## src/rtl/ctrl_pipe_pkg.sv

```systemverilog
// ctrl_pipe_pkg: shared widths, stage indices, bundle layout and default stage masks for ctrl_pipe
package ctrl_pipe_pkg;
    localparam int CTRL_CW     = 13;
    localparam int CTRL_NSTAGE = 3;
    localparam int STG_E = 0;
    localparam int STG_M = 1;
    localparam int STG_W = 2;
    localparam int BIT_MEMTOREG   = 12;
    localparam int BIT_MEMWRITE   = 11;
    localparam int BIT_ALUSRC     = 10;
    localparam int BIT_REGDST     = 9;
    localparam int BIT_REGWRITE   = 8;
    localparam int ALUCONTROL_MSB = 7;
    localparam int ALUCONTROL_LSB = 0;
    localparam logic [CTRL_CW-1:0] MASK_E = '1;
    localparam logic [CTRL_CW-1:0] MASK_M = (CTRL_CW'(1) << BIT_MEMTOREG) | (CTRL_CW'(1) << BIT_MEMWRITE) | (CTRL_CW'(1) << BIT_REGWRITE);
    localparam logic [CTRL_CW-1:0] MASK_W = (CTRL_CW'(1) << BIT_MEMTOREG) | (CTRL_CW'(1) << BIT_REGWRITE);
    localparam logic [CTRL_NSTAGE*CTRL_CW-1:0] CTRL_STAGE_MASK = {MASK_W, MASK_M, MASK_E};
    typedef enum logic [1:0] {
        STAGE_CLEAR,
        STAGE_HOLD,
        STAGE_BUBBLE,
        STAGE_LOAD
    } stage_op_e;
endpackage

```

## src/rtl/ctrl_pipe_stage.sv

```systemverilog
// ctrl_pipe_stage: one masked control register with valid, priority rst > flush > hold > bubble > load
module ctrl_pipe_stage
    import ctrl_pipe_pkg::*;
#(
    parameter int CW = CTRL_CW
) (
    input  logic          clk,
    input  logic          rst,
    input  logic          flush,
    input  logic          hold,
    input  logic          bubble,
    input  logic [CW-1:0] ctrl_in,
    input  logic          valid_in,
    input  logic [CW-1:0] mask,
    output logic [CW-1:0] ctrl,
    output logic          valid
);
    stage_op_e op;

    // flush beats hold, hold beats bubble, otherwise advance
    always_comb op = flush ? STAGE_CLEAR : hold ? STAGE_HOLD : bubble ? STAGE_BUBBLE : STAGE_LOAD;

    // invalid entries always carry an all-zero bundle
    always_ff @(posedge clk)
        if (rst || op == STAGE_CLEAR || op == STAGE_BUBBLE) begin
            ctrl  <= '0;
            valid <= 1'b0;
        end else if (op == STAGE_LOAD) begin
            ctrl  <= ctrl_in & {CW{valid_in}} & mask;
            valid <= valid_in;
        end
endmodule

```

## src/rtl/ctrl_pipe.sv

```systemverilog
// ctrl_pipe: control bundle pipeline decode->E/M/W with stall, flush, bubbles and masking; CTRL_PIPE_PERF_EN adds bubble/stall counters
module ctrl_pipe
    import ctrl_pipe_pkg::*;
#(
    parameter int                       CW         = CTRL_CW,
    parameter int                       NSTAGE     = CTRL_NSTAGE,
    parameter logic [NSTAGE*CW-1:0]     STAGE_MASK = {NSTAGE*CW{1'b1}}
) (
    input  logic                 clk,
    input  logic                 rst,
    input  logic [CW-1:0]        ctrl_d_i,
    input  logic                 valid_d_i,
    input  logic                 stall_d_i,
    input  logic [NSTAGE-1:0]    stall_i,
    input  logic [NSTAGE-1:0]    flush_i,
    output logic [NSTAGE*CW-1:0] ctrl_o,
    output logic [NSTAGE-1:0]    valid_o,
    output logic [NSTAGE-1:0]    hold_o,
    output logic                 stall_up_o,
    output logic [31:0]          bubble_cnt_o,
    output logic [31:0]          stall_cnt_o
);
    logic [NSTAGE-1:0] bubble;

    assign stall_up_o = hold_o[0];

    for (genvar k = 0; k < NSTAGE; k++) begin : g_stage
        logic          up_stall;
        logic [CW-1:0] src_ctrl;
        logic          src_valid;
        if (k == 0) begin : g_head
            assign up_stall  = stall_d_i;
            assign src_ctrl  = ctrl_d_i;
            assign src_valid = valid_d_i;
        end else begin : g_tail
            assign up_stall  = stall_i[k-1];
            assign src_ctrl  = ctrl_o[(k-1)*CW +: CW];
            assign src_valid = valid_o[k-1];
        end
        // any stall at or below this stage freezes it in the same cycle
        assign hold_o[k] = |(stall_i >> k);
        assign bubble[k] = up_stall & ~hold_o[k] & ~flush_i[k];
        ctrl_pipe_stage #(.CW(CW)) u_stage (
            .clk      (clk),
            .rst      (rst),
            .flush    (flush_i[k]),
            .hold     (hold_o[k]),
            .bubble   (bubble[k]),
            .ctrl_in  (src_ctrl),
            .valid_in (src_valid),
            .mask     (STAGE_MASK[k*CW +: CW]),
            .ctrl     (ctrl_o[k*CW +: CW]),
            .valid    (valid_o[k])
        );
    end

`ifdef CTRL_PIPE_PERF_EN
    logic [31:0] bubble_cnt, stall_cnt, bubble_sum;

    // number of stages inserting a bubble this cycle
    always_comb begin
        bubble_sum = '0;
        for (int i = 0; i < NSTAGE; i++) bubble_sum = bubble_sum + 32'(bubble[i]);
    end

    // free-running wrap-around performance counters
    always_ff @(posedge clk)
        if (rst) begin
            bubble_cnt <= '0;
            stall_cnt  <= '0;
        end else begin
            bubble_cnt <= bubble_cnt + bubble_sum;
            stall_cnt  <= stall_cnt + 32'(stall_up_o);
        end

    assign bubble_cnt_o = bubble_cnt;
    assign stall_cnt_o  = stall_cnt;
`else
    assign bubble_cnt_o = '0;
    assign stall_cnt_o  = '0;
`endif
endmodule

```

## config.mk

```make
export PLATFORM = sky130hd
export DESIGN_NAME = ctrl_pipe
export DESIGN_NICKNAME = d
export VERILOG_FILES = /design/src/rtl/ctrl_pipe_pkg.sv /design/src/rtl/ctrl_pipe_stage.sv /design/src/rtl/ctrl_pipe.sv
export SDC_FILE = /design/constraint.sdc
export NUM_CORES = 1
export LEC_CHECK = 0
export CAP_MARGIN = 10
export CORE_MARGIN = 3
export CORE_UTILIZATION = 39
export DETAILED_ROUTE_END_ITERATION = 16
export PLACE_DENSITY = 0.95
export SETUP_SLACK_MARGIN = 0.1
export SLEW_MARGIN = 20
export SYNTH_ARGS = -nofsm -noshare
export SYNTH_HDL_FRONTEND = slang
export SYNTH_SLANG_ARGS = --single-unit
```

## constraint.sdc

```tcl
create_clock -name clk -period 3.2 [get_ports clk]
set_clock_uncertainty 0.15 [all_clocks]
set_input_delay 0.48 -clock clk [delete_from_list [all_inputs] [get_ports clk]]
set_output_delay 0.48 -clock clk [all_outputs]
set_load 0.005 [all_outputs]
```

======== Word level (Yosys, flattened, before mapping) ========
Cells that the tools add are included.
storage, ports and cells
  register bits after elaboration ......... 42
  word-level logic and storage cells ...... 47
operators by class
  eq/ne operators ......................... 6
  multiplexer cells ....................... 9
  bitwise operators ....................... 15
  reduce and logical (&&, ||, !) cells .... 11
operators with widths
  cell                                   count
  bitwise AND 13 bit                     3
  == test 2 bit (second input constant)  6
  two-way mux 2 bit                      6
  bitwise AND 1 bit                      6
  zero test 2 bit                        3
  logical OR 1 bit                       6
  inverter 1 bit                         6
  two-way mux 1 bit                      3
  OR reduction 3 bit                     1
  OR reduction 2 bit                     1

======== Longest topological paths before layout ========
  depth in word-level cells ............... 10
  depth in mapped cells ................... 5
  depth with buffers taken out ............ 4

======== By module ========
Synthesis repeated with hierarchy kept, for this count alone.
unflattened totals
  cell total of the unflattened synthesis .. 222
  area total of the unflattened synthesis .. 2253.4 um^2
by module, submodules not included
  module           times used  cells an instance  area an instance (um^2)
  ctrl_pipe_stage  3           49                 561.8
  ctrl_pipe        1           75                 568.0

======== Worst setup path after synthesis ========
OpenSTA, ideal clock, no wires.
  kind .................................... input -> output
  start ................................... in stall_i[1]
  end ..................................... out hold_o[0]
  data arrival time ....................... 1265 ps
  data required time ...................... 2570 ps
  setup slack ............................. 1305 ps
  stages on the path ...................... 4
  cell sequence ........................... nor3_2 -> inv_2 -> clkbuf_1 -> buf_4
on the way
  cells in the longest elaborated chain, start to end .. 1
RTL lines
  item                line             text
  from (decl)         ctrl_pipe.sv:14  input logic [NSTAGE-1:0] stall_i,
  OR reduction 3 bit  ctrl_pipe.sv:41  assign hold_o[k] = |(stall_i >> k);
  to (decl)           ctrl_pipe.sv:18  output logic [NSTAGE-1:0] hold_o,
No other way between the ends.

======== Final worst setup path ========
  start ................................... in stall_i[2]
  end ..................................... out stall_up_o
on the way
  cells in the longest elaborated chain, start to end .. 1
RTL lines
  item                line             text
  OR reduction 3 bit  ctrl_pipe.sv:41
  to (decl)           ctrl_pipe.sv:19  output logic stall_up_o,
No other way between the ends.

==> run metrics <==
mux contribution to synthesized area=0%; Core Box Area=0.00514 sq mm; # setup viols final=0; Reg2Reg Depth=2; number of port buffers=68; Slew Viols, Final=0; vias in the first global route=1,510; Finished Layout Cells=399; P_leak=0.968 nW; critical path capture point type=output pin; Die ar.=0.00630 sq mm; Ports=133; share of cells above drive strength 1=5.47%; CTS Buf Count=5; RSZ-0062 raised after global routing=no; Hold-fix buffers, CTS=0; antenna-violating nets left=0; Inst Count DP=391; r2r setup slk=2010 ps; worst hold endpoint=g_stage[2].u_stage.ctrl[8]; FP Rows=26; Worst EP arrival=1970 ps; antenna cells=0; RR Endpoint=g_stage[2].u_stage.ctrl[4]; Fmax=0.384 GHz; 1st-iter DRT viols=174; Max Cap Viol=0; actual slew at the worst max-slew pin=526 ps; largest net degree at the start of global routing=17; Post-Synth XOR/XNOR Area=0%; H-tree levels=2; vias per std cell=4.33; GRT Residual Overflow=0; nets@finish=351; Initial Utilization=40.8%; Final Hold Viols=0; Seq/Total Area, Yosys=40.1%; Die Wd=79.4 um; pwr dens=413 mW/mm^2; Post-Route WL=4630 um; post-synthesis adder-cell area fraction=0%; syn avg cell area=7.80 sq um; fraction of the mapped netlist area in compound gates=10.5%; total power=1.11 mW; worst-path fanout max=16; final instance area=0.00270 sq mm; Die H=79.4 um; final core occ=52.4%; Req. time, crit path=2570 ps; Final Critical Period=2600 ps; Post-Syn Area=0.00210 sq mm; dpl cell area=0.00256 sq mm; CTS Buffer Depth=2; register bit total from synthesis=42; hold_sp=g_stage[2].u_stage.ctrl[8]; Yosys cell types=21; Final HPWL DP=3660 um; VDD IR max=368 uV; Root Driver=clkbuf_8; Rel. slew slack=64.9%; cts repair resizes=0; initial antenna violation count=0; vias after detailed routing=1,727; HP Class=reg2reg; Setup TNS Final=0 ps; # DRC=0; first-pass GRT wire length=7040 um; Post-CTS Setup Bufs=0; largest family of logic cells by synthesized area=buffers and inverters; worst hold stages=2; status=finished, final reports clean; Sink Count=42; worst skew pair latency=300 ps; Final Cycle Share=81.4%; Synth Warn #=0; simple-gate area share of the yosys netlist=20.6%; first-pass detailed-route iteration total=4; area grow syn2layout=28.4%; clock transition at the registers of the reported paths=80 ps; Critical Path Start Type=input pin; Synth Instances=269; CTS tree=built; routability cong.=0.766; WS Path Type=in2out; wire per inst=11.6 um; GRT Total Usage=13.9%; R2R Path Start=g_stage[1].u_stage.valid
## worst max-delay path, stage by stage
cell and delay, ps:
clkdlybuf4s50_1 620, nor3_2 90, inv_2 220, clkdlybuf4s50_1 560
## kinds of logic (layout without fill, tap and decap cells)
| kind of cell | Yosys count | after routing |
|---|---|---|
| AND/OR/NAND/NOR | 94 | 94 |
| buffers and inverters | 88 | 85 |
| AO/OA/AOI/OAI | 44 | 44 |
| flip-flops | 42 | 42 |
| other | 1 | 64 |
## layer usage
| layer | GRT usage [%] | share of wire [%] | vias to the layer above |
|---|---|---|---|
| met5 | 0 | 0 | - |
| met1 | 16.2 | 42 | 772 |
| li1 | - | - | 868 |
| met3 | 4.54 | 7.6 | 9 |
| met4 | 5.15 | 1.3 | 0 |
| met2 | 23.8 | 49 | 78 |
## metrics by stage
step | worst slack (ps) | hold WS, ps
after floorplan | 1300 | 287
after global placement | 640 | 289
after detailed placement | 592 | 294
after CTS | 589 | 305
after global routing | 508 | 321
final | 595 | 304
## synth_stat cells
master,n,area [sq um]
nor2_1,2,7.51
o21ai_1,1,5.00
or2_1,1,6.26
inv_1,2,7.51
nor3_1,1,5.00
or2_2,1,6.26
nor2b_1,1,6.26
nand2_1,45,169
nand3_1,39,195
o21ai_0,1,5.00
inv_2,1,3.75
buf_2,7,35.0
buf_4,70,526
or3_1,1,6.26
or4_1,1,7.51
dfxtp_1,42,841
nor4_2,1,12.5
nor3_2,1,10.0
conb_1,1,3.75
a21oi_1,42,210
clkbuf_1,8,30.0
## report_power, final
part           internal [mW]  leakage [nW]  total, mW  switching (mW)
combinational         0.0368         0.562     0.0875          0.0507
sequential             0.523         0.338      0.524         0.00104
clock                  0.313        0.0683      0.501           0.189
## layout make-up
type	count	area, sq um
clock buffer	5	68.8
tap	70	87.6
sequential	42	841
clock inverter	3	68.8
timing repair buffer	74	726
fill	492	2440
multi-input combinational	202	892
inverter	3	11.3
## cell usage in the layout, fill, tap and decap left out, drive strengths merged
cell / instances
buf: 6
bufinv: 2
dfxtp: 42
inv: 3
o21ai: 2
or3: 1
or2: 2
clkinv: 1
nor3: 2
nand3: 39
a21oi: 42
clkbuf: 5
nand2: 45
nor2: 2
conb: 64
nor2b: 1
clkdlybuf4s50: 68
nor4: 1
or4: 1
## sequential cells by signal, indices dropped and copies added (netlist names)
| register | cells |
|---|---|
| g_stage.u_stage.ctrl | 39 |
| g_stage.u_stage.valid | 3 |
## worst max path at each step
| stage | from | endpoint | slack (ps) | cells past startpoint |
|---|---|---|---|---|
| finish | stall_i[2] | stall_up_o | 600 | 4 |
| CTS | stall_i[2] | stall_up_o | 590 | 4 |
| global placement | stall_i[2] | hold_o[0] | 640 | 4 |
| floorplan | stall_i[1] | hold_o[0] | 1300 | 4 |
| detailed placement | stall_i[2] | hold_o[0] | 590 | 4 |
| global route | stall_i[2] | stall_up_o | 510 | 4 |
(Power assumes the default switching activity.)
